[src/rtl/spi_flash_responder_if.sv]
// SPI target bus and byte-wide backing-memory port of spi_flash_responder.
interface spi_flash_responder_if #(
    parameter int unsigned ADDR_BITS = 20
);
    logic                 spi_csel;
    logic                 spi_clk;
    logic                 spi_mosi;
    logic                 spi_miso;
    logic                 spi_miso_oe;
    logic [ADDR_BITS-1:0] mem_addr;
    logic                 mem_rd;
    logic [7:0]           mem_rdata;
    logic                 mem_wr;
    logic [7:0]           mem_wdata;
    logic                 mem_sec;
    logic                 busy;

    modport slave (
        input  spi_csel, spi_clk, spi_mosi, mem_rdata,
        output spi_miso, spi_miso_oe, mem_addr, mem_rd, mem_wr, mem_wdata, mem_sec, busy
    );

    modport master (
        output spi_csel, spi_clk, spi_mosi, mem_rdata,
        input  spi_miso, spi_miso_oe, mem_addr, mem_rd, mem_wr, mem_wdata, mem_sec, busy
    );
endinterface

[src/rtl/spi_flash_responder.sv]
// Mode-0 SPI target emulating a W25Q-style NOR flash over a byte-wide memory port.
// Optional security-register opcodes 0x48/0x42/0x44: define SPI_FLASH_RESPONDER_SECURITY_EN.
module spi_flash_responder #(
    parameter int unsigned ADDR_BITS   = 20,
    parameter int unsigned PAGE_SIZE   = 256,
    parameter int unsigned ERASE_SIZE  = 4096,
    parameter int unsigned SYNC_STAGES = 2
) (
    input  logic                 clk,
    input  logic                 reset,
    spi_flash_responder_if.slave bus
);
`ifdef SPI_FLASH_RESPONDER_SECURITY_EN
    localparam bit SEC_EN = 1'b1;
`else
    localparam bit SEC_EN = 1'b0;
`endif
    localparam int unsigned EC_W = $clog2(ERASE_SIZE) + 1;
    localparam logic [ADDR_BITS-1:0] PAGE_MASK  = ADDR_BITS'(PAGE_SIZE - 1);
    localparam logic [ADDR_BITS-1:0] ERASE_MASK = ADDR_BITS'(ERASE_SIZE - 1);

    typedef enum logic [3:0] {
        IDLE, CMD, ADDR, DUMMY, READ, STATUS, PROG, ERASE_WAIT, IGNORE
    } state_t;
    typedef enum logic [1:0] {OP_READ, OP_FAST, OP_PROG, OP_ERASE} op_t;

    logic [SYNC_STAGES-1:0] cs_sync, sck_sync, mosi_sync;
    logic cs_s, sck_s, mosi_s, sck_prev, rise, fall;

    state_t               state;
    op_t                  op;
    logic                 op_sec;
    logic [2:0]           bit_cnt, byte_cnt;
    logic [6:0]           rx;
    logic [ADDR_BITS-2:0] addr_sh;
    logic [7:0]           tx, rx_byte, sr1;
    logic [ADDR_BITS-1:0] addr_next;
    logic                 wel, wip, prog_written, erase_bad, rd_d1, erase_sec;
    logic [ADDR_BITS-1:0] erase_base;
    logic [EC_W-1:0]      erase_cnt, erase_len;
    logic                 miso, miso_oe, mem_rd, mem_wr, sec_q;
    logic [ADDR_BITS-1:0] mem_addr;
    logic [7:0]           mem_wdata;

    assign cs_s      = cs_sync[SYNC_STAGES-1];
    assign sck_s     = sck_sync[SYNC_STAGES-1];
    assign mosi_s    = mosi_sync[SYNC_STAGES-1];
    assign rise      = sck_s & ~sck_prev;
    assign fall      = ~sck_s & sck_prev;
    assign rx_byte   = {rx, mosi_s};
    assign addr_next = {addr_sh, mosi_s};
    assign sr1       = {6'b0, wel, wip};

    assign bus.spi_miso    = miso;
    assign bus.spi_miso_oe = miso_oe;
    assign bus.mem_addr    = mem_addr;
    assign bus.mem_rd      = mem_rd;
    assign bus.mem_wr      = mem_wr;
    assign bus.mem_wdata   = mem_wdata;
    assign bus.mem_sec     = SEC_EN & sec_q;
    assign bus.busy        = wip;

    always_ff @(posedge clk) begin
        if (reset) begin
            cs_sync   <= '1;
            sck_sync  <= '0;
            mosi_sync <= '0;
            sck_prev  <= 1'b0;
        end else begin
            cs_sync   <= (cs_sync << 1) | SYNC_STAGES'(bus.spi_csel);
            sck_sync  <= (sck_sync << 1) | SYNC_STAGES'(bus.spi_clk);
            mosi_sync <= (mosi_sync << 1) | SYNC_STAGES'(bus.spi_mosi);
            sck_prev  <= sck_s;
        end
    end

    always_ff @(posedge clk) begin
        if (reset) begin
            state <= IDLE;       op <= OP_READ;        op_sec <= 1'b0;
            bit_cnt <= '0;       byte_cnt <= '0;       rx <= '0;
            addr_sh <= '0;       tx <= '0;             wel <= 1'b0;
            wip <= 1'b0;         prog_written <= 1'b0; erase_bad <= 1'b0;
            rd_d1 <= 1'b0;       erase_base <= '0;     erase_cnt <= '0;
            erase_len <= '0;     erase_sec <= 1'b0;    miso <= 1'b0;
            miso_oe <= 1'b0;     mem_rd <= 1'b0;       mem_wr <= 1'b0;
            mem_addr <= '0;      mem_wdata <= '0;      sec_q <= 1'b0;
        end else begin
            mem_rd <= 1'b0;
            mem_wr <= 1'b0;
            sec_q  <= 1'b0;
            rd_d1  <= mem_rd;
            if (cs_s) begin
                // CS high ends any transaction; commit-on-release actions fire here once.
                if (state == PROG && prog_written)
                    wel <= 1'b0;
                if (state == ERASE_WAIT && !erase_bad && wel) begin
                    wip        <= 1'b1;
                    erase_cnt  <= '0;
                    erase_sec  <= op_sec;
                    erase_base <= mem_addr & ~(op_sec ? PAGE_MASK : ERASE_MASK);
                    erase_len  <= op_sec ? EC_W'(PAGE_SIZE) : EC_W'(ERASE_SIZE);
                end
                state   <= IDLE;
                miso_oe <= 1'b0;
                miso    <= 1'b0;
            end else if (state == IDLE) begin
                state    <= CMD;
                bit_cnt  <= '0;
                byte_cnt <= '0;
                miso_oe  <= 1'b1;
                miso     <= 1'b0;
            end else begin
                if (rd_d1 && state == READ)
                    tx <= bus.mem_rdata;
                if (rise) begin
                    bit_cnt <= bit_cnt + 3'd1;
                    rx      <= rx_byte[6:0];
                    addr_sh <= addr_next[ADDR_BITS-2:0];
                    if (state == ERASE_WAIT)
                        erase_bad <= 1'b1;
                    if (bit_cnt == 3'd7) begin
                        if (byte_cnt != 3'd7)
                            byte_cnt <= byte_cnt + 3'd1;
                        case (state)
                            CMD: begin
                                state  <= IGNORE;
                                op_sec <= 1'b0;
                                if (rx_byte == 8'h05) begin
                                    state <= STATUS;
                                    tx    <= sr1;
                                end else if (!wip) begin
                                    case (rx_byte)
                                        8'h06: wel <= 1'b1;
                                        8'h04: wel <= 1'b0;
                                        8'h03: begin op <= OP_READ;  state <= ADDR; end
                                        8'h0B: begin op <= OP_FAST;  state <= ADDR; end
                                        8'h02: begin op <= OP_PROG;  state <= ADDR; end
                                        8'h20: begin op <= OP_ERASE; state <= ADDR; end
                                        8'h48: if (SEC_EN) begin op <= OP_FAST;  op_sec <= 1'b1; state <= ADDR; end
                                        8'h42: if (SEC_EN) begin op <= OP_PROG;  op_sec <= 1'b1; state <= ADDR; end
                                        8'h44: if (SEC_EN) begin op <= OP_ERASE; op_sec <= 1'b1; state <= ADDR; end
                                        default: ;
                                    endcase
                                end
                            end
                            ADDR: if (byte_cnt == 3'd3) begin
                                mem_addr <= addr_next;
                                case (op)
                                    OP_READ: begin state <= READ; mem_rd <= 1'b1; sec_q <= op_sec; end
                                    OP_FAST: state <= DUMMY;
                                    OP_PROG: begin state <= wel ? PROG : IGNORE; prog_written <= 1'b0; end
                                    default: begin state <= ERASE_WAIT; erase_bad <= 1'b0; end
                                endcase
                            end
                            DUMMY: begin
                                state  <= READ;
                                mem_rd <= 1'b1;
                                sec_q  <= op_sec;
                            end
                            READ: begin
                                mem_addr <= mem_addr + 1'b1;
                                mem_rd   <= 1'b1;
                                sec_q    <= op_sec;
                            end
                            STATUS: tx <= sr1;
                            PROG: begin
                                mem_wr       <= 1'b1;
                                mem_wdata    <= rx_byte;
                                sec_q        <= op_sec;
                                prog_written <= 1'b1;
                                // First byte lands at the start address; later ones advance within the page.
                                if (prog_written)
                                    mem_addr <= (mem_addr & ~PAGE_MASK) | ((mem_addr + 1'b1) & PAGE_MASK);
                            end
                            default: ;
                        endcase
                    end
                end
                if (fall)
                    miso <= (state == READ || state == STATUS) ? tx[~bit_cnt] : 1'b0;
            end
            // Erase engine runs regardless of CS; transactions cannot touch memory while WIP is set.
            if (wip) begin
                if (erase_cnt == erase_len) begin
                    wip <= 1'b0;
                    wel <= 1'b0;
                end else begin
                    mem_wr    <= 1'b1;
                    mem_wdata <= 8'hFF;
                    mem_addr  <= erase_base | ADDR_BITS'(erase_cnt);
                    erase_cnt <= erase_cnt + 1'b1;
                    sec_q     <= erase_sec;
                end
            end
        end
    end
endmodule

[src/flat_wrapper.sv]
// flat-port wrapper written by rule: the top's interface ports become plain ports
module spi_flash_responder_flat 
#(
    parameter int unsigned ADDR_BITS   = 20,
    parameter int unsigned PAGE_SIZE   = 256,
    parameter int unsigned ERASE_SIZE  = 4096,
    parameter int unsigned SYNC_STAGES = 2
)
  (clk, reset, bus_spi_csel, bus_spi_clk, bus_spi_mosi, bus_mem_rdata, bus_spi_miso, bus_spi_miso_oe, bus_mem_addr, bus_mem_rd, bus_mem_wr, bus_mem_wdata, bus_mem_sec, bus_busy);
  spi_flash_responder_if #(.ADDR_BITS(ADDR_BITS)) bus_i ();
  input  logic clk;
  input  logic reset;
  input wire logic [$bits(bus_i.spi_csel)-1:0] bus_spi_csel;
  input wire logic [$bits(bus_i.spi_clk)-1:0] bus_spi_clk;
  input wire logic [$bits(bus_i.spi_mosi)-1:0] bus_spi_mosi;
  input wire logic [$bits(bus_i.mem_rdata)-1:0] bus_mem_rdata;
  output wire logic [$bits(bus_i.spi_miso)-1:0] bus_spi_miso;
  output wire logic [$bits(bus_i.spi_miso_oe)-1:0] bus_spi_miso_oe;
  output wire logic [$bits(bus_i.mem_addr)-1:0] bus_mem_addr;
  output wire logic [$bits(bus_i.mem_rd)-1:0] bus_mem_rd;
  output wire logic [$bits(bus_i.mem_wr)-1:0] bus_mem_wr;
  output wire logic [$bits(bus_i.mem_wdata)-1:0] bus_mem_wdata;
  output wire logic [$bits(bus_i.mem_sec)-1:0] bus_mem_sec;
  output wire logic [$bits(bus_i.busy)-1:0] bus_busy;
  assign bus_i.spi_csel = bus_spi_csel;
  assign bus_i.spi_clk = bus_spi_clk;
  assign bus_i.spi_mosi = bus_spi_mosi;
  assign bus_i.mem_rdata = bus_mem_rdata;
  assign bus_spi_miso = bus_i.spi_miso;
  assign bus_spi_miso_oe = bus_i.spi_miso_oe;
  assign bus_mem_addr = bus_i.mem_addr;
  assign bus_mem_rd = bus_i.mem_rd;
  assign bus_mem_wr = bus_i.mem_wr;
  assign bus_mem_wdata = bus_i.mem_wdata;
  assign bus_mem_sec = bus_i.mem_sec;
  assign bus_busy = bus_i.busy;
  spi_flash_responder #(.ADDR_BITS(ADDR_BITS), .PAGE_SIZE(PAGE_SIZE), .ERASE_SIZE(ERASE_SIZE), .SYNC_STAGES(SYNC_STAGES)) u_core (.clk(clk), .reset(reset), .bus(bus_i));
endmodule
[config.mk]
export PLATFORM = sky130hd
export DESIGN_NAME = spi_flash_responder_flat
export DESIGN_NICKNAME = d
export VERILOG_FILES = /design/src/rtl/spi_flash_responder_if.sv /design/src/rtl/spi_flash_responder.sv /design/src/flat_wrapper.sv
export SDC_FILE = /design/constraint.sdc
export NUM_CORES = 1
export LEC_CHECK = 0
export CAP_MARGIN = 20
export CORE_ASPECT_RATIO = 0.8
export CORE_UTILIZATION = 25
export DETAILED_ROUTE_END_ITERATION = 8
export PLACE_DENSITY = 0.52
export SLEW_MARGIN = 10
export SYNTH_ARGS = -nofsm -noshare
export SYNTH_HDL_FRONTEND = slang
export SYNTH_SLANG_ARGS = --single-unit
[constraint.sdc]
create_clock -name clk -period 2.6 [get_ports clk]
set_input_delay 0.65 -clock clk [delete_from_list [all_inputs] [get_ports clk]]
set_output_delay 0.65 -clock clk [all_outputs]
set_load 0.05 [all_outputs]
-- Word level (Yosys, flattened, before mapping)
Cells that the tools add are included.
- flip-flop bits (word level): 112
- input bits: 13
- output and inout port bits: 34
- logic and storage cells: 178
- add/sub/neg operators: 4
- $lt $le $gt $ge: 1
- equality and inequality tests: 23
- multiplexer cells: 78
- bitwise operators: 16
- reductions and logical operators: 30
- operators with widths (kind ; count):
    $mux 20 ; 8
    $mux 8 ; 11
    $pmux 20 s3 ; 1
    $mux 13 ; 4
    $mux 1 ; 35
    $eq 8x3->1 const B ; 3
    $pmux 4 s3 ; 2
    $add 20x1->20 const B ; 1
    $mux 4 ; 5
    $or 20x13->20 ; 1
    $or 20x8->20 ; 1
    $mux 3 ; 6
    $eq 4x3->1 const B ; 4
    $eq 8x2->1 const B ; 2
    $pmux 8 s2 ; 1
    $add 13x1->13 const B ; 1
    $eq 13x13->1 ; 1
    $reduce_and 4->1 ; 3
    $eq 4x2->1 const B ; 2
    $eq 8x4->1 const B ; 1
    $eq 8x6->1 const B ; 1
    $not 1->1 ; 8
    $pmux 2 s4 ; 1
    $reduce_and 8->1 ; 1
    other kinds (30) ; 48

-- Logic depth before layout (Yosys ltp)
- depth in word-level cells: 11
- gate-level depth with buffers: 9
- depth with buffers taken out: 7

-- Worst setup path before layout
OpenSTA, ideal clock, no wires.
- kind: register to register
- start point: reg u_core.bit_cnt[0]
- end point: reg u_core.mem_addr[16] (netlist: u_core.bus.mem_addr[16])
- setup time: 0.088 ns
- arrival: 2.317 ns
- data required time: 2.512 ns
- setup slack: 0.194 ns
- cell stages (with the launch flop): 9
- path buffers: 1
- period minus slack after synthesis: 2.406 ns
- path through: dfxtp_1 > ha_1 > ha_1 > nand4bb_1 > buf_2 > or3_4 > or4_1 > a21o_1 > a311oi_2
- longest elaborated chain between the ends: 7
- RTL lines (what ; line ; source):
    start, declared ; spi_flash_responder.sv:33 ; logic [2:0] bit_cnt, byte_cnt;
    start signal, assigned ; spi_flash_responder.sv:116 ; bit_cnt <= bit_cnt + 3'd1;
    $eq 3x3->1 (*) ; spi_flash_responder.sv:121 ; if (bit_cnt == 3'd7) begin
    $mux 20 (*) ; spi_flash_responder.sv:121 ;
    $mux 20 (*) ; spi_flash_responder.sv:115 ; if (rise) begin
    $mux 20 (*) ; spi_flash_responder.sv:106 ; end else if (state == IDLE) begin
    $mux 20 (*) ; spi_flash_responder.sv:92 ; if (cs_s) begin
    $mux 20 ; spi_flash_responder.sv:184 ; if (erase_cnt == erase_len) begin
    $mux 20 (*) ; spi_flash_responder.sv:183 ; if (wip) begin
    end signal, assigned ; spi_flash_responder.sv:147 ; mem_addr <= addr_next;
    end signal, assigned ; spi_flash_responder.sv:173 ; mem_addr <= (mem_addr & ~PAGE_MASK) | ((mem_addr + 1'b1) & PAGE_MASK);
    end signal, assigned ; spi_flash_responder.sv:190 ; mem_addr <= erase_base | ADDR_BITS'(erase_cnt);
    end, declared ; spi_flash_responder.sv:42 ; logic [ADDR_BITS-1:0] mem_addr;
Every way passes the cells marked *; elsewhere a longest branch is shown, timed or not.
A chain may end at the register's enable or synchronous reset.

-- Worst setup path in the final report
- start point: reg u_core.mem_addr[9] (netlist: u_core.bus.mem_addr[9])
- end point: out bus_mem_addr[9]
- RTL lines (what ; line ; source):
    start signal, assigned ; spi_flash_responder.sv:147 ;
    start signal, assigned ; spi_flash_responder.sv:161 ; mem_addr <= mem_addr + 1'b1;
    start signal, assigned ; spi_flash_responder.sv:173 ;
    end, declared ; flat_wrapper.sv:19 ; output wire logic [$bits(bus_i.mem_addr)-1:0] bus_mem_addr;
No word-level cell between the ends.

==> results.toml <==
[setup_path]
cp.arrival_ns = 1.81
cp-end-kind = "output pin"
cp_slowest_stage_delay_ns = 0.88
worst-setup-path-type = "register to output pin"
cp_slowest_cell = "clkdlybuf4s50_1"
critPathLaunchType = "register"
path_cells = "clkdlybuf4s50_1"
crit_fanout = 9
cp.buffers_inverters = 1
cp.required_ns = 1.95
crit_family = "buffers and inverters"

[cells_and_area]
final_cells = 966
drive_gt1_share_pct = 9.986
area_growth_pct = 23.70
fin_nets = 718
utilization_pct = 32.05

[drt]
wl_per_cell_um = 16.94
vias = 5102
drt-initial-drc-count = 298
firstDrtPassIters = 5
routed_via_density = 5.282
antenna_left = 0
wl_um = 16370
drc = 0

[power_and_ir_drop]
finalPower_mw = 3.165
pwr_density_cell_mw_per_mm2 = 491.5
share_clk_of_total_power_pct = 46.3
p_seq_share_pct = 51.1
switching_power_mw = 0.6803
p_sw_share_pct = 21.49
ir_drop_mv = 0.2554
combPwrFrac_pct = 2.6
leakage_nw = 2.147
internal_power_mw = 2.485

[global_routing]
grt_pass1_wl_um = 26650
grt_max_degree = 77
antenna_found_initial = 1
grt_use_total_pct = 16.12
gr-total-overflow = 0
grt_pass1_vias = 4704

[placement]
globalplace.congestion = 0.8653
dp.final_hpwl_um = 11650
dp.cells = 950
port_buffers = 45

[clock_network]
cts_made_buffers = 9
path_clk_slew_ns = 0.07
clkLatencyLatePin_ns = 0.36
htree_levels = 3
clock_sinks = 105
postCtsSetupBuffers = 0
root_buffer = "clkbuf_16"
cts_hold_buf = 0
clockBufferDepth = 2
cts_tree = "done"
ctsResizeCount = 0

[floorplan]
die_h_um = 131.1
fp.dieW_um = 163.3
die_area_mm2 = 0.02140
coreArea_mm2 = 0.02009
std_cell_rows = 46
start_util_pct = 25.91
pin_count = 47

[sta]
fin_crit_sh_pct = 94.47
max_freq_mhz = 407.1
clock_skew_ns = 0.01056
setup_tns_ns = 0
hold_violations = 0
tightest_slew_ns = 0.8009
max-slew-margin-rel_pct = 46.37
slew_violations = 0
setup_violations = 0
final.min_clock_period_ns = 2.456
rsz0062_at_grt = "false"

[yosys]
syn_area_mm2 = 0.005205
seq_area_frac_synth_pct = 40.38
ys_warn_count = 0
synth_cell_type_count = 67
synth-edff-count = 0
syn_avg_cell_area_um2 = 8.057
ys_ff_latch = 105
ys.flop_type = "dfxtp_1"
syn_inst = 646
syn_nets = 667
async_flop_share_pct = 0

[outcome]
status = "complete, no violations"

[run]
drv_cap = 0

[min_path]
hp-class = "register to register"
cell type report:
class                           instances  area [um^2]
Multi-Input combinational cell        482         2878
Antenna cell                            1        2.502
Fill cell                            2122        13650
Sequential cell                       105         2102
Inverter                               16        60.06
Clock buffer                           10        229.0
Tap cell                              264        330.3
Clock inverter                          5        81.33
Timing Repair Buffer                   83        755.7
cell usage after synthesis (5+ instances only):
cell type,number,area (um^2)
nand3_1,23,115.1
nand2_1,95,356.6
ha_1,8,100.1
mux2i_1,6,60.06
a21oi_1,62,310.3
a31oi_1,15,93.84
or4_1,7,52.55
a311oi_1,5,43.79
buf_2,6,30.03
o21a_1,5,37.54
nor3_1,20,100.1
a221oi_1,6,52.55
and3_1,8,50.05
nand4_1,11,68.82
nor4b_1,5,43.79
or2_2,5,31.28
dfxtp_1,105,2102
nor4_1,8,50.05
a211oi_1,17,127.6
nor2_1,50,187.7
nand2b_1,5,31.28
inv_1,16,60.06
clkbuf_1,34,127.6
o31ai_1,6,45.04
a22o_1,6,52.55
o211ai_1,10,75.07
nor2b_1,11,68.82
o21ai_0,25,125.1
registers in the layout, summed over array words and instances (netlist names), 2 cells and up:
| register | flops |
|---|---|
| u_core.erase_base | 8 |
| u_core.bus.mem_wdata | 8 |
| u_core.bus.mem_addr | 20 |
| u_core.bit_cnt | 3 |
| u_core.byte_cnt | 3 |
| u_core.mosi_sync | 2 |
| u_core.cs_sync | 2 |
| u_core.op | 2 |
| u_core.tx | 8 |
| u_core.erase_cnt | 13 |
| u_core.sck_sync | 2 |
| u_core.state | 4 |
| u_core.addr_sh | 19 |
stage by stage:
stage / setup WS, ns / hold WS (ns) / area (um^2)
2_1_floorplan: 0.1945 / 0.3895 / 5205
3_3_place_gp: 0.2243 / 0.3938 / 6126
3_5_place_dp: 0.1957 / 0.3961 / 6126
4_1_cts: 0.1652 / 0.4134 / 6436
5_1_grt: 0.02710 / 0.4312 / 6436
6_report: 0.1437 / 0.4105 / 6439
cells in the final DEF, fill, tap and decap left out, drive strengths merged, types with 7 or more instances in the layout:
cell type | synthesis | final
dfxtp | 105 | 105
nand2 | 95 | 95
a21oi | 62 | 62
nor2 | 50 | 50
clkdlybuf4s50 | 0 | 44
buf | 9 | 39
o21ai | 25 | 25
nand3 | 23 | 23
nor3 | 20 | 20
a211oi | 17 | 17
inv | 16 | 16
a31oi | 15 | 15
nand4 | 11 | 11
nor2b | 11 | 11
o211ai | 10 | 10
clkbuf | 34 | 10
nor4 | 8 | 8
and3 | 8 | 8
ha | 8 | 8
or4 | 7 | 7
nor4b | 7 | 7
metal layers:
| metal | up-vias | wire [um] | GRT usage (%) |
|---|---|---|---|
| met4 | 0 | 290 | 5.388 |
| met5 | - | 0 | 0 |
| li1 | 2492 | - | - |
| met3 | 19 | 1097 | 4.215 |
| met2 | 134 | 6612 | 22.28 |
| met1 | 2457 | 8365 | 23.77 |
final timing paths:
check,from,endpoint,slack (ns),depth (start not counted)
max reg2reg,u_core.bit_cnt[1],u_core.bus.mem_addr[16],0.17,7
min,u_core.cs_sync[0],u_core.cs_sync[1],0.41,1
min reg2reg,u_core.cs_sync[0],u_core.cs_sync[1],0.41,1
max,u_core.bus.mem_addr[9],bus_mem_addr[9],0.14,1
power groups by stage:
stage          sequential (mW)  clock [mW]  combinational, mW
4_1_cts                   1.62        1.51             0.0826
6_report                  1.62        1.46             0.0818
2_1_floorplan             1.65           0             0.0440
5_1_grt                   1.62        1.57             0.0883
3_5_place_dp              1.66           0             0.0827
3_3_place_gp              1.66           0             0.0830
worst reg2reg max path: cells and delay by family, from the launching register on:
family | cells | cell delay [ns]
AND/OR/NAND/NOR | 3 | 1.13
adder cells (fa/ha/maj) | 2 | 0.42
AO/OA/AOI/OAI | 2 | 0.41
flip-flops | 1 | 0.39
cells by family after synthesis:
family,synth area share [%]
simple gates,26.03
compound gates,24.71
flops,40.38
buf+inv,4.471
mux,2.236
fa+ha+maj,1.923
other cells,0.07205
xor+xnor,0.1683
(Power assumes the default switching activity.)
